==> config.mk <==
export PLATFORM = sky130hd
export DESIGN_NAME = fpl_cfg_loader
export DESIGN_NICKNAME = d
export VERILOG_FILES = /design/src/rtl/fpl_cfg_loader.sv
export SDC_FILE = /design/constraint.sdc
export NUM_CORES = 1
export LEC_CHECK = 0
export ABC_AREA = 1
export BUFFER_PORTS_ARGS = -buffer_cell sky130_fd_sc_hd__buf_2
export CAP_MARGIN = 20
export CELL_PAD_IN_SITES_DETAIL_PLACEMENT = 0
export CELL_PAD_IN_SITES_GLOBAL_PLACEMENT = 1
export CORE_AREA = 2 2 264 162
export DETAILED_ROUTE_END_ITERATION = 6
export DIE_AREA = 0 0 266 164
export PLACE_DENSITY_LB_ADDON = 0.1
export REMOVE_ABC_BUFFERS = 1
export SLEW_MARGIN = 20
export SYNTH_ARGS = -nofsm -noshare
export SYNTH_HDL_FRONTEND = slang
export SYNTH_SLANG_ARGS = --single-unit
==> constraint.sdc <==
create_clock -name clk -period 4.9 [get_ports clk]
set_input_delay 0.735 -clock clk [delete_from_list [all_inputs] [get_ports clk]]
set_output_delay 0.735 -clock clk [all_outputs]
set_load 0.02 [all_outputs]
==> src/rtl/fpl_cfg_loader.sv <==
// fpl_cfg_loader: shadow configuration table for a programmable-logic fabric.
// The host fills a table of N_GATES*5 five-bit entries over the picosoc
// peripheral bus. A CTRL write then streams every entry to the fabric, one
// write per entry. Addresses 0x2000-0x2FFF are forwarded to the fabric
// whenever no commit is in progress.
// Optional feature: define FPL_CFG_AUTOLOAD_EN to start a commit of the
// all-zero table automatically in the first cycle after reset is released.
//
// Handshake: the host holds valid and addr/wdata/wstrb stable until ready.
// A request is taken when valid && !ready, and ready is a single-cycle pulse.
// A write has wstrb != 0 and a read has wstrb == 0. On the fabric side,
// f_valid and its payload stay asserted until the cycle in which f_ready is
// high, and f_valid drops in the cycle after that.
module fpl_cfg_loader #(
    parameter int N_GATES = 8
) (
    input  logic        clk,
    input  logic        rst,
    input  logic        valid,
    output logic        ready,
    input  logic [15:0] addr,
    input  logic [31:0] wdata,
    input  logic [3:0]  wstrb,
    output logic [31:0] rdata,
    output logic        f_valid,
    input  logic        f_ready,
    output logic [15:0] f_addr,
    output logic [31:0] f_wdata,
    output logic [3:0]  f_wstrb,
    input  logic [31:0] f_rdata,
    output logic        busy,
    output logic [1:0]  fsm_state
);
    localparam int         N_ENTRIES = N_GATES * 5;
    localparam logic [5:0] LAST_IDX  = 6'(N_ENTRIES - 1);

    typedef enum logic [1:0] {
        IDLE  = 2'd0,
        ISSUE = 2'd1,
        GAP   = 2'd2,
        PASS  = 2'd3
    } state_t;

    state_t     state;
    state_t     state_next;

    logic [4:0] shadow [N_ENTRIES];
    logic [5:0] idx;
    logic [2:0] cur_gate;
    logic [2:0] cur_reg;
    logic       done;

    logic       host_acc;
    logic       pass_hit;
    logic       ctrl_hit;
    logic       shadow_hit;
    logic [5:0] host_idx;
    logic [31:0] rd_val;
    logic       start_req;
    logic       auto_start;

    logic       do_start;
    logic       do_pass;
    logic       do_next;
    logic       do_done;

    logic [5:0] next_idx;
    logic [2:0] next_gate;
    logic [2:0] next_reg;

    // Host address decode; the shadow index is gate*5 + reg
    assign host_acc   = valid && !ready;
    assign pass_hit   = (addr[15:12] == 4'h2);
    assign ctrl_hit   = (addr == 16'h1000);
    assign host_idx   = 6'(addr[10:8]) * 6'd5 + 6'(addr[2:0]);
    assign shadow_hit = (addr[15:11] == 5'd0) && (addr[7:4] == 4'd0) &&
                        (addr[3:0] < 4'd5) && (host_idx <= LAST_IDX);

`ifdef FPL_CFG_AUTOLOAD_EN
    logic auto_pend;

    // Set during reset so that the first cycle after release requests a commit
    always_ff @(posedge clk) begin
        if (rst) begin
            auto_pend <= 1'b1;
        end else begin
            auto_pend <= 1'b0;
        end
    end

    assign auto_start = auto_pend;
`else
    assign auto_start = 1'b0;
`endif

    // A start from the host or the autoload both count; start beats passthrough
    assign start_req = (host_acc && ctrl_hit && wstrb[0] && wdata[0]) || auto_start;

    assign busy      = (state == ISSUE) || (state == GAP);
    assign fsm_state = state;

    // Read mux for the locally answered addresses
    always_comb begin
        rd_val = 32'd0;
        if (shadow_hit) begin
            rd_val = {27'd0, shadow[host_idx]};
        end else if (ctrl_hit) begin
            rd_val = {16'd0, 2'd0, idx, 6'd0, done, busy};
        end
    end

    // Entry walk order: reg 0..4 within a gate, then the next gate
    always_comb begin
        next_idx  = idx + 6'd1;
        next_gate = cur_gate;
        next_reg  = cur_reg + 3'd1;
        if (cur_reg == 3'd4) begin
            next_reg  = 3'd0;
            next_gate = cur_gate + 3'd1;
        end
    end

    // FSM state register
    always_ff @(posedge clk) begin
        if (rst) begin
            state <= IDLE;
        end else begin
            state <= state_next;
        end
    end

    // FSM next-state and load strobes for the fabric-side registers
    always_comb begin
        state_next = state;
        do_start   = 1'b0;
        do_pass    = 1'b0;
        do_next    = 1'b0;
        do_done    = 1'b0;
        case (state)
            IDLE: begin
                if (start_req) begin
                    state_next = ISSUE;
                    do_start   = 1'b1;
                end else if (host_acc && pass_hit) begin
                    state_next = PASS;
                    do_pass    = 1'b1;
                end
            end
            ISSUE: begin
                if (f_ready) begin
                    state_next = GAP;
                end
            end
            GAP: begin
                if (idx == LAST_IDX) begin
                    state_next = IDLE;
                    do_done    = 1'b1;
                end else begin
                    state_next = ISSUE;
                    do_next    = 1'b1;
                end
            end
            PASS: begin
                if (f_ready) begin
                    state_next = IDLE;
                end
            end
            default: state_next = IDLE;
        endcase
    end

    // Fabric request registers, entry pointer and done flag
    always_ff @(posedge clk) begin
        if (rst) begin
            f_valid  <= 1'b0;
            f_addr   <= 16'd0;
            f_wdata  <= 32'd0;
            f_wstrb  <= 4'd0;
            idx      <= 6'd0;
            cur_gate <= 3'd0;
            cur_reg  <= 3'd0;
            done     <= 1'b0;
        end else begin
            if (do_start) begin
                idx      <= 6'd0;
                cur_gate <= 3'd0;
                cur_reg  <= 3'd0;
                done     <= 1'b0;
                f_valid  <= 1'b1;
                f_addr   <= 16'd0;
                f_wdata  <= {27'd0, shadow[0]};
                f_wstrb  <= 4'b0001;
            end else if (do_next) begin
                idx      <= next_idx;
                cur_gate <= next_gate;
                cur_reg  <= next_reg;
                f_valid  <= 1'b1;
                f_addr   <= {5'd0, next_gate, 5'd0, next_reg};
                f_wdata  <= {27'd0, shadow[next_idx]};
                f_wstrb  <= 4'b0001;
            end else if (do_pass) begin
                f_valid  <= 1'b1;
                f_addr   <= {4'h0, addr[11:0]};
                f_wdata  <= wdata;
                f_wstrb  <= wstrb;
            end else if (do_done) begin
                done     <= 1'b1;
            end else if ((state == ISSUE || state == PASS) && f_ready) begin
                f_valid  <= 1'b0;
            end
        end
    end

    // Host responses: local accesses ack next cycle, passthrough acks after f_ready
    always_ff @(posedge clk) begin
        if (rst) begin
            ready <= 1'b0;
            rdata <= 32'd0;
            for (int i = 0; i < N_ENTRIES; i++) begin
                shadow[i] <= 5'd0;
            end
        end else begin
            ready <= 1'b0;
            if (host_acc && !pass_hit) begin
                ready <= 1'b1;
                rdata <= rd_val;
                if (shadow_hit && wstrb[0]) begin
                    shadow[host_idx] <= wdata[4:0];
                end
            end else if (state == PASS && f_ready) begin
                ready <= 1'b1;
                rdata <= f_rdata;
            end
        end
    end

endmodule

# ---- Word-level counts from Yosys, hierarchy flattened
# Memory sizes are Yosys's and may differ from the RTL's.
# Cells that the tools add are included.
dict set report word_totals {
  ff_bits 97
  latchBits 0
  ram_bits 200
  mem_bits_ro 0
  input_bits 88
  out_inout_bits 89
  memories 1
}
# memory depth word_bits rd rd_ports_with_merged_regs wr line_no
set mem_list {}
lappend mem_list {shadow 40 5 3 0 40 47} ;# logic [4:0] shadow [N_ENTRIES];
dict set report classes {
  addsub 4
  n_mul 1
  div_mod_pow 0
  n_lt_le_gt_ge 2
  eq_ne 11
  shifts 0
  mux 45
  bitwise 2
  reduce_logical 29
}
# cell n
set ops {}
lappend ops {{$mux 32} 3}
lappend ops {{$mux 1} 27}
lappend ops {{$mux 11} 2}
lappend ops {{$mux 5} 4}
lappend ops {{$eq 16x13->1 const B} 1}
lappend ops {{$mux 14} 1}
lappend ops {{$logic_and 1x1->1} 12}
lappend ops {{$mux 2} 4}
lappend ops {{$pmux 2 s4} 1}
lappend ops {{$add 3x1->3 const B} 2}
lappend ops {{$add 6x1->6 const B} 1}
lappend ops {{$add 6x3->6} 1}
lappend ops {{$eq 6x6->1 const B} 1}
lappend ops {{$le 6x6->1 const B} 1}
lappend ops {{$mul 3x3->6 const B} 1}
lappend ops {{$mux 3} 2}
lappend ops {{$mux 6} 1}
lappend ops {{$reduce_and 3->1} 2}
lappend ops {{$logic_not 5->1} 1}
lappend ops {{$reduce_or 5->1} 1}
lappend ops {{$eq 2x2->1 const B} 2}
lappend ops {{$eq 4x2->1 const B} 1}
lappend ops {{$logic_not 4->1} 1}
lappend ops {{$lt 4x3->1 const B} 1}
lappend ops {{other kinds (15)} 20}

# ---- Depth between registers and ports, before layout
dict set report depth {
  depth_word 11
  mapped_depth 16
  mapped_depth_nobuf 16
}

# ---- Worst setup path before layout
# No wires, ideal clock.
dict set report synth_path {
  path_type {input to register}
  from {in addr[8]}
  to {mem shadow[32][0] (enable)}
  setup_ps 313
  arrival_ps 2998
  t_required_ps 4587
  slack_ps 1588
  stages 8
  cell_sequence {ha_1 ha_1 fa_1 xor2_1 buf_2 nor3_2 nand3_1 nand2_1}
}
# element line_no
set synth_lines {}
lappend synth_lines {{start, declared} 21} ;# input logic [15:0] addr,
lappend synth_lines {{end, declared} 47}

==> results.sh <==
export IMPL_outcome="finished clean"
export IMPL_fin_area_mm2=0.0231
export IMPL_arrival_ps=3970
export IMPL_netlist_area_mm2=0.0200
export IMPL_ys_seq_elements=417
export IMPL_fp_dieH_um=164
export IMPL_wl_met1_um=30200
export IMPL_clkTransAtPathRegs_ps=60
export IMPL_p_per_area_mw_per_mm2=437
export IMPL_final_setup_tns_ps=0
export IMPL_critPathKind="in -> reg"
export IMPL_finalCoreUtilization_pct=56.0
export IMPL_antenna_found_initial=0
export IMPL_reg_top3="shadow (320), f_wdata (32), rdata (32)"
export IMPL_pre_cts_ws_ps=754
export IMPL_reg2reg_depth=10
export IMPL_final_common_cell="nor2_1"
export IMPL_drt_first_pass_iters=7
export IMPL_clock_sinks=417
export IMPL_fmax_mhz=269
export IMPL_crit_fanout=11
export IMPL_core_area_mm2=0.0412
export IMPL_ctsHoldBuffers=0
export IMPL_synth_top_cell_by_area="edfxtp_1"
export IMPL_cts_setup_buffers=0
export IMPL_min_path_cells=2
export IMPL_dpl_cell_area_mm2=0.0217
export IMPL_slowest_stage="fa_1"
export IMPL_hold_ws_ps=407
export IMPL_synth_edf_count=320
export IMPL_max_slew_margin_pct=24.3
export IMPL_die_w_um=266
export IMPL_grt_overflow=0
export IMPL_ioPinCount=177
export IMPL_cts_resized=0
export IMPL_fin_skew_ps=21.9
export IMPL_track_usage_pct=30.4
export IMPL_maxCapViolations=0
export IMPL_wirelength_um=67500
export IMPL_finalNonFillerCells=3100
export IMPL_grt_pass1_vias=15800
export IMPL_wl_met2_um=26400
export IMPL_cts_buffers_inserted=42
export IMPL_regToRegSetupSlack_ps=1850
export IMPL_final_cell_mix="nor2_1 (464), nand2_1 (423), edfxtp_1 (320)"
export IMPL_yosys_warnings=0
export IMPL_wl_per_cell_um=21.8
export IMPL_startpoint_type="input pin"
export IMPL_htree_levels=2
export IMPL_synth_flop_cell="edfxtp_1"
export IMPL_largest_register="shadow"
export IMPL_wl_met3_um=8980
export IMPL_end_kind="flop"
export IMPL_start_util_pct=48.5
export IMPL_antennaDiodeCount=0
export IMPL_p_leak_nw=9.47
export IMPL_io_buffers=172
export IMPL_r2r_end="f_wdata[4]"
export IMPL_p_total_mw=10.1
export IMPL_crit_chain="buf_2 -> ha_1 -> ha_1 -> fa_1 -> nor2_2 -> nand2_1 -> inv_2 -> nand3_1 -> nand2_1"
export IMPL_worst_pin_slew_ps=1140
export IMPL_final_setup_viol_count=0
export IMPL_dieArea_mm2=0.0436
export IMPL_synthTopCellsByArea="edfxtp_1 (48%), dfxtp_1 (9.7%), nor2_1 (8.7%), nand2_1 (7.9%), nand3_1 (6.4%)"
export IMPL_drtIter0Drc=2410
export IMPL_yosysSeqAreaShare_pct=57.8
export IMPL_hold_viol=0
export IMPL_synth_top_area_share_pct=48.1
export IMPL_min_path_type="in -> reg"
export IMPL_drc=0
export IMPL_fin_ws_ps=1180
export IMPL_clk_latency_ps=570
export IMPL_synth_cell_types=37
export IMPL_clockRootBuffer="clkbuf_16"
export IMPL_cts_tree="done"
export IMPL_cp_required_ps=5160
export IMPL_fin_nets=2634
export IMPL_worstSetupStartpoint="addr[8]"
export IMPL_route_vias_total=17400
export IMPL_routed_top_layer="met5"
export IMPL_dpl_hpwl_um=44900
export IMPL_netlist_instances=2295
export IMPL_rows=58
export IMPL_area_growth_pct=15.5
export IMPL_grt_setup_unrepaired="no"
export IMPL_post_route_min_period_ps=3720
export IMPL_grt_max_degree=76
export IMPL_largest_reg_flops=320
export IMPL_ir_worst_vdd_mv=0.346
export IMPL_r2r_start="idx[1]"
export IMPL_timing_final_crit_share_pct=75.9
export IMPL_ant_nets=0
export IMPL_cts_buffer_depth=3
export IMPL_gp_congestion=0.978
export IMPL_max_stage_delay_ps=590
export IMPL_via_per_inst=5.63
export IMPL_async_reset_ff_share_pct=0
export IMPL_grt_pass1_wl_um=98300
export IMPL_synth_area_per_cell_um2=8.71
export IMPL_critPathCapture="shadow[33][1]"
export IMPL_drive_gt1_share_pct=12.0
export IMPL_drv_slew=0
export IMPL_dp_cells=3023
-- worst max-delay path, delay by kind of cell --
| family | cells | cell delay [ps] |
|---|---|---|
| fa+ha+maj | 3 | 1210 |
| buf+inv | 2 | 590 |
| simple gates | 4 | 1440 |
-- where the power goes --
group	internal, mW	switching [mW]
sequential	4.00	0.114
clock	1.77	1.41
combinational	0.776	2.00
total	6.55	3.53
-- cell usage after synthesis, types with 4 or more instances --
master,count
o22ai_1,25
o211ai_1,51
buf_2,33
nor2_2,6
o21ai_0,163
a22oi_1,10
inv_2,11
nand4_1,9
a21oi_1,127
dfxtp_1,97
clkbuf_1,99
edfxtp_1,320
nand2_1,423
inv_1,118
xor2_1,5
nor2_1,465
a31oi_1,5
nor3_1,12
buf_1,14
buf_4,4
nand3_1,257
ha_1,18
-- cells by family after synthesis --
logic type      after synthesis  share of synthesized area (%)
fa+ha+maj                    19                           1.23
compound gates              390                           10.9
xor+xnor                      6                          0.263
simple gates               1180                           24.2
buf+inv                     282                           5.58
other cells                   1                         0.0188
flops                       417                           57.8
-- area by class of cell --
class                      count  area (um^2)
clock buffer                  54         1110
clock inverter                23          226
fill                        3832        18100
inverter                     132          497
multi-input combinational   1719         7810
sequential                   417        11600
tap                          540          676
timing repair buffer         215         1200
-- worst min path at each step --
stage,from,end,slack [ps]
after floorplan,done,done,460
final,rst,f_wstrb[0],410
after global placement,f_wstrb[3],f_wstrb[3],450
after global routing,rst,f_wstrb[0],420
after CTS,rst,f_wstrb[0],410
after detailed placement,f_wstrb[3],f_wstrb[3],450
-- routing by layer --
metal | up-vias | global-route usage (%)
li1 | 8147 | -
met1 | 8207 | 46.5
met2 | 964 | 40.5
met3 | 126 | 10.5
met4 | 4 | 7.35
met5 | - | 2.25
No activity file was read; power rests on OpenSTA's default activity.
